<file path="src/rtl/arb_pkg.sv">
// Shared arbiter constants, FSM state type and pointer-advance helper.
package arb_pkg;

    localparam int NUM_REQ = 8;
    localparam int IDX_W   = 3;

    typedef enum logic {
        IDLE  = 1'b0,
        GRANT = 1'b1
    } state_t;

    // Index arithmetic is exactly IDX_W bits wide, so 7 wraps to 0.
    function automatic logic [IDX_W-1:0] next_ptr(input logic [IDX_W-1:0] idx);
        return idx + 1'b1;
    endfunction

endpackage

</file>
<file path="src/rtl/onehot_dec3.sv">
// 3-to-8 one-hot decode of a grant index, forced to all-zero when not enabled.
// Combinational, zero latency; no flow control.
import arb_pkg::*;

module onehot_dec3 (
    input  logic [IDX_W-1:0]   idx_i,
    input  logic               en_i,
    output logic [NUM_REQ-1:0] onehot_o
);

    always_comb begin
        onehot_o = '0;
        if (en_i) begin
            onehot_o[idx_i] = 1'b1;
        end
    end

endmodule

</file>
<file path="src/rtl/rr_arbiter8.sv">
// 8-way round-robin arbiter with hold timeout; registered one-hot grant and index.
// Latency: request sampled at edge n is granted after edge n; en low blocks new grants only.
import arb_pkg::*;

module rr_arbiter8 #(
    parameter int MAX_HOLD = 16,
    parameter int CNT_W    = 5
) (
    input  logic                clk,
    input  logic                rst,
    input  logic                en,
    input  logic [NUM_REQ-1:0]  req,
    output logic [NUM_REQ-1:0]  gnt,
    output logic [IDX_W-1:0]    gnt_idx,
    output logic                gnt_valid,
    output logic                timeout
);

    // With the timeout disabled the counter simply saturates at all-ones.
    localparam logic [CNT_W-1:0] HOLD_LAST =
        (MAX_HOLD == 0) ? {CNT_W{1'b1}} : CNT_W'(MAX_HOLD - 1);

    state_t             state_q, state_d;
    logic [IDX_W-1:0]   ptr_q, ptr_d;
    logic [IDX_W-1:0]   idx_q, idx_d;
    logic [CNT_W-1:0]   cnt_q, cnt_d;
    logic               timeout_q, timeout_d;

    logic               found;
    logic [IDX_W-1:0]   win;
    logic [IDX_W-1:0]   cand;

    // First set request scanning upward from the pointer, wrapping 7 -> 0.
    always_comb begin
        found = 1'b0;
        win   = ptr_q;
        cand  = ptr_q;
        for (int k = 0; k < NUM_REQ; k++) begin
            cand = ptr_q + IDX_W'(k);
            if (!found && req[cand]) begin
                found = 1'b1;
                win   = cand;
            end
        end
    end

    always_comb begin
        state_d   = state_q;
        ptr_d     = ptr_q;
        idx_d     = idx_q;
        cnt_d     = cnt_q;
        timeout_d = 1'b0;
        case (state_q)
            IDLE: begin
                if (en && found) begin
                    state_d = GRANT;
                    idx_d   = win;
                    cnt_d   = '0;
                end
            end
            GRANT: begin
                if (!req[idx_q]) begin
                    state_d = IDLE;
                    ptr_d   = next_ptr(idx_q);
                end else if ((MAX_HOLD != 0) && (cnt_q == HOLD_LAST)) begin
                    state_d   = IDLE;
                    ptr_d     = next_ptr(idx_q);
                    timeout_d = 1'b1;
                end else if (cnt_q != HOLD_LAST) begin
                    cnt_d = cnt_q + 1'b1;
                end
            end
            default: begin
                state_d = IDLE;
            end
        endcase
    end

    always_ff @(posedge clk) begin
        if (rst) begin
            state_q   <= IDLE;
            ptr_q     <= '0;
            idx_q     <= '0;
            cnt_q     <= '0;
            timeout_q <= 1'b0;
        end else begin
            state_q   <= state_d;
            ptr_q     <= ptr_d;
            idx_q     <= idx_d;
            cnt_q     <= cnt_d;
            timeout_q <= timeout_d;
        end
    end

    assign gnt_valid = (state_q == GRANT);
    assign gnt_idx   = idx_q;
    assign timeout   = timeout_q;

    // Same decoder as the resource side, so the select lines always agree.
    onehot_dec3 u_dec (
        .idx_i    (idx_q),
        .en_i     (gnt_valid),
        .onehot_o (gnt)
    );

endmodule
</file>
<file path="config.mk">
export PLATFORM = sky130hd
export DESIGN_NAME = rr_arbiter8
export DESIGN_NICKNAME = d
export VERILOG_FILES = /design/src/rtl/arb_pkg.sv /design/src/rtl/onehot_dec3.sv /design/src/rtl/rr_arbiter8.sv
export SDC_FILE = /design/constraint.sdc
export NUM_CORES = 1
export LEC_CHECK = 0
export ABC_CLOCK_PERIOD_IN_PS = 7950
export CORE_ASPECT_RATIO = 0.75
export CORE_UTILIZATION = 55
export CTS_CLUSTER_DIAMETER = 200
export DETAILED_ROUTE_END_ITERATION = 7
export GPL_ROUTABILITY_DRIVEN = 0
export PLACE_DENSITY = 0.88
export SYNTH_ARGS = -nofsm -noshare
export SYNTH_HDL_FRONTEND = slang
export SYNTH_SLANG_ARGS = --single-unit
</file>
<file path="constraint.sdc">
create_clock -name clk -period 7.95 [get_ports clk]
set_input_delay 1.59 -clock clk [delete_from_list [all_inputs] [get_ports clk]]
set_output_delay 1.59 -clock clk [all_outputs]
set_load 0.01 [all_outputs]
</file>
### After elaboration in Yosys (flattened, before gate mapping)

Index checks and enable logic that the tools add are counted.

* $add $sub $neg: 9
* $lt $le $gt $ge: 10
* eq/ne operators: 7
* multiplexer cells: 48
* bitwise logic cells: 2
* reductions and logical operators: 20

Operators with widths (count)
* 3-bit by 4-bit less-than comparator with 1-bit output, second input constant: 9
* 1-bit binary-select mux with 3-bit select: 9
* 3-bit two-way mux: 9
* 1-bit two-way mux: 22
* 5-bit two-way mux: 4
* 3-bit adder, second input constant: 4
* 5-bit case mux with 2 select lines: 1
* 1-bit logical AND: 9
* 8-bit two-way mux: 1
* 1-bit logical NOT: 7
* 3-bit by 1-bit adder with 3-bit output, second input constant: 2
* 3-bit by 2-bit adder with 3-bit output, second input constant: 2
* 2-bit by 1-bit inequality test with 1-bit output, second input constant: 3
* 5-bit by 1-bit adder with 5-bit output, second input constant: 1
* 5-bit by 4-bit == test with 1-bit output, second input constant: 1
* 5-bit by 4-bit inequality test with 1-bit output, second input constant: 1
* 2-bit inequality test, second input constant: 2
* 2-bit AND reduction: 2
* 4-bit AND reduction: 1
* 1-bit demux with 3-bit select: 1
* 3-bit by 1-bit >= comparator with 1-bit output, second input constant: 1
* 3-bit OR reduction: 1
* 1-bit NOT: 2
* 1-bit case mux with 2 select lines: 1

* register bits after elaboration: 13
* input port bits: 11
* output and inout bits: 13
* word-level logic and storage cells: 101

### Depth between registers and ports, before layout

* word-level depth: 27
* mapped depth: 13
* gate-level depth less buffers: 9

### Cells and area by module

Synthesis repeated with hierarchy kept, for this count alone.

* cells, all modules: 166
* area total of the unflattened synthesis: 1597.8 um2

Modules (own cells, without submodules)
* rr_arbiter8: instances 1, cells each 158, area an instance 1501.4 um2, sequential area each 260.2 um2
* onehot_dec3: instances 1, cells each 8, area an instance 96.3 um2, sequential area each 0.0 um2

### Worst setup path before layout

No wires, ideal clock.

* path kind: input -> register
* from: input req[0]
* to: register idx_q[0], in the netlist gnt_idx[0]
* library setup time: 95 ps
* data arrival time: 3297 ps
* data required time: 7855 ps
* slack: 4558 ps
* cell stages on the path: 7
* buffers on the path: 0
* cells stage by stage: mux4_2 > mux2i_4 > and2_4 > and3_4 > a22oi_2 > or4b_1 > o311ai_1

* word-level cells in the longest chain between the ends: 26
* elaborated cells between the ends (all ways): 47
* classes of those cells: mux: 31; reduce/logical: 16

Ends and longest elaborated chain
* start: declaration: RTL line rr_arbiter8.sv:12 `input logic [NUM_REQ-1:0] req,`
* 1-bit binary-select mux with 3-bit select: RTL line rr_arbiter8.sv:40 `if (!found && req[cand]) begin`
* 1-bit two-way mux (not written as such): RTL line rr_arbiter8.sv:40
* 1-bit two-way mux: RTL line rr_arbiter8.sv:40
* 1-bit logical NOT: RTL line rr_arbiter8.sv:40
* 1-bit logical AND: RTL line rr_arbiter8.sv:40
* 1-bit two-way mux: RTL line rr_arbiter8.sv:40
* 1-bit logical NOT: RTL line rr_arbiter8.sv:40
* 1-bit logical AND: RTL line rr_arbiter8.sv:40
* [... 10 more ...]
* 1-bit logical NOT: RTL line rr_arbiter8.sv:40
* 1-bit logical AND: RTL line rr_arbiter8.sv:40
* 1-bit two-way mux: RTL line rr_arbiter8.sv:40
* 1-bit logical NOT: RTL line rr_arbiter8.sv:40
* 1-bit logical AND: RTL line rr_arbiter8.sv:40
* 1-bit two-way mux: RTL line rr_arbiter8.sv:40
* 1-bit logical AND: RTL line rr_arbiter8.sv:55 `if (en && found) begin`
* 2-bit AND reduction (no line)
* end signal: assignment: RTL line rr_arbiter8.sv:89 `idx_q <= idx_d;`
* end: declaration: RTL line rr_arbiter8.sv:25 `logic [IDX_W-1:0] idx_q, idx_d;`

Parallel ways exist; a longest one is shown, timed or not. The select of a mux whose other input is x is not followed.
A chain may end at the register's enable or synchronous reset.

### Worst setup path in the final report

* from: input req[2]
* to: register idx_q[0], in the netlist gnt_idx[0]

Same word-level chain as after synthesis.

==> flow_metrics.env <==
export IMPL_status="finished clean"
export IMPL_drc_errors=0
export IMPL_cts_max_level=1
export IMPL_worst_pin_slew_ps=886
export IMPL_place_inst=225
export IMPL_num_rows=16
export IMPL_final_setup_tns_ps=0
export IMPL_max_slew_margin=0.408
export IMPL_nFillCells=209
export IMPL_period_share=0.497
export IMPL_startpoint_type="primary input"
export IMPL_vias=1483
export IMPL_first_pass_iters=4
export IMPL_worstPathArrival_ps=4100
export IMPL_cts_buffer_depth=2
export IMPL_grt_pass1_vias=1297
export IMPL_syn_to_final_growth_pct=16.6
export IMPL_multi_input_area_um2=1210
export IMPL_p_leak_nw=0.660
export IMPL_drt_iter0_drc=103
export IMPL_regArea_um2=260
export IMPL_holdBufCountCts=0
export IMPL_syn_area_um2=1560
export IMPL_grt_setup_unrepaired="no"
export IMPL_ctsResizeCount=0
export IMPL_hold_viol=0
export IMPL_initial_core_util=0.587
export IMPL_synth_cells=176
export IMPL_wl_um=4120
export IMPL_die_x_um=63.6
export IMPL_path_cells="clkdlybuf4s50_1, mux2i_1, mux4_2, a32o_2, a31oi_4, or4b_1, o311ai_1"
export IMPL_async_flop_share=0
export IMPL_maxCapViolCount=0
export IMPL_min_path_type="register to register"
export IMPL_routedWlPerCell_um=18.0
export IMPL_seq_area_frac_synth=0.166
export IMPL_synth_top_area_frac=0.173
export IMPL_synth_nets=192
export IMPL_numPortBuffers=23
export IMPL_clk_pin_slew_ps=60
export IMPL_cp_max_fo=10
export IMPL_max_stage_delay_ps=600
export IMPL_vias_per_cell=6.48
export IMPL_drive_above_1_share=0.140
export IMPL_fin_nets=210
export IMPL_fin_worst_skew_ps=1.12
export IMPL_cts_buffers=3
export IMPL_syn_avg_cell_area_um2=8.89
export IMPL_ys_warn_count=0
export IMPL_synth_seq_cells=13
export IMPL_fmax_mhz=253
export IMPL_synth_top_cell_by_area="mux4_2"
export IMPL_track_usage=0.285
export IMPL_gr_total_overflow=0
export IMPL_cts_tree="built"
export IMPL_setup_viol=0
export IMPL_coreArea_um2=2660
export IMPL_critPathRequiredTime_ps=8110
export IMPL_cp_end_kind="register"
export IMPL_synth_commonest_cells="24 x nor2_1, 15 x nand2_1, 14 x mux2i_1, 13 x dfxtp_1"
export IMPL_total_power_w=0.000274
export IMPL_io_pins=24
export IMPL_die_area_um2=3060
export IMPL_ir_worst_vdd_mv=0.115
export IMPL_ant_nets=0
export IMPL_cts_root_buf="clkbuf_8"
export IMPL_period_minus_slack_ps=3950
export IMPL_final_max_slew_viol_count=0
export IMPL_clk_latency_ps=250
export IMPL_worst_path_buf_inv=1
export IMPL_fin_cells=229
export IMPL_cts_setup_buffers=0
export IMPL_synth_area_leaders="mux4_2 17%, dfxtp_1 17%, mux2i_1 9.0%"
export IMPL_path_class="primary input to register"
export IMPL_path_delay_family="compound AO/OA/AOI/OAI gates"
export IMPL_slowest_stage="clkdlybuf4s50_1"
export IMPL_synth_most_common_cell="nor2_1"
export IMPL_diodes=0
export IMPL_hpwl_um=3120
export IMPL_synth_edf_count=0
export IMPL_power_density_nw_per_um2=150
export IMPL_antenna_found_initial=0
export IMPL_grt_pass1_wl_um=6390
export IMPL_synth_main_ff_cell="dfxtp_1"
export IMPL_synthDistinctLibCells=49
export IMPL_die_y_um=48.2
export IMPL_clock_sinks=13
export IMPL_utilization=0.685
export IMPL_grt_max_degree=20
sequential cells by signal (all words and copies together) (netlist names):
register	cells
cnt_q	5
gnt_idx	3
gnt_valid	1
ptr_q	3
timeout	1
through the flow:
step	worst slack [ps]	hold WS, ps	cell area [um2]
after global routing	3670	606	1820
after CTS	4050	547	1820
final	4000	542	1820
after detailed placement	3790	535	1780
after floorplan	4560	516	1560
after global placement	3870	529	1780
final timing paths:
path | from | end | slack [ps] | cells after the start
worst max-delay path | req[2] | gnt_idx[0] | 4000 | 7
worst min-delay path | gnt_valid | timeout | 540 | 2
worst max register to register | ptr_q[0] | cnt_q[0] | 4000 | 9
worst min register to register | gnt_valid | timeout | 540 | 2
area by class of cell:
type | instances | share of cell area
timing repair buffer | 23 | 0.126
inverter | 8 | 0.0165
tap | 36 | 0.0247
multi-input combinational | 145 | 0.665
sequential | 13 | 0.143
clock buffer | 4 | 0.0247
worst register-to-register path, delay by kind of cell, from the launching register on:
kind,cells,cell delay [ps]
AO/OA/AOI/OAI,1,180
adder cells (fa/ha/maj),1,790
buffers and inverters,1,180
flip-flops,1,900
multiplexers,3,1170
AND/OR/NAND/NOR,3,650
logic make-up after synthesis:
family	count (synthesis)	synth area share
compound gates	34	0.165
xor+xnor	8	0.0496
fa+ha+maj	5	0.0400
buf+inv	18	0.0576
flops	13	0.166
mux	31	0.307
simple gates	67	0.214
layer usage:
layer  track usage  wire (um)  up-vias
met2         0.483       1860       76
met1         0.375       1890      703
met3        0.0654        333        6
met4        0.0864         42        0
met5             0          0        -
li1              -          -      698
where the power goes:
part	internal [W]	switching (W)	total (W)
logic	0.0000629	0.0000683	0.000131
registers	0.0000689	0.0000127	0.0000816
clock network	0.0000355	0.0000256	0.0000611
cells in the final DEF, fill, tap and decap left out, types with 5 or more instances in the layout:
cell type / netlist / layout
clkdlybuf4s50_1: 0 / 23
mux4_2: 12 / 12
mux2i_1: 14 / 14
nor3_1: 7 / 7
a21oi_1: 12 / 12
inv_1: 7 / 7
nand2b_1: 5 / 5
nor2_1: 24 / 24
ha_1: 5 / 5
dfxtp_1: 13 / 13
nand2_1: 15 / 15
Power figures use the tool's default switching activity.
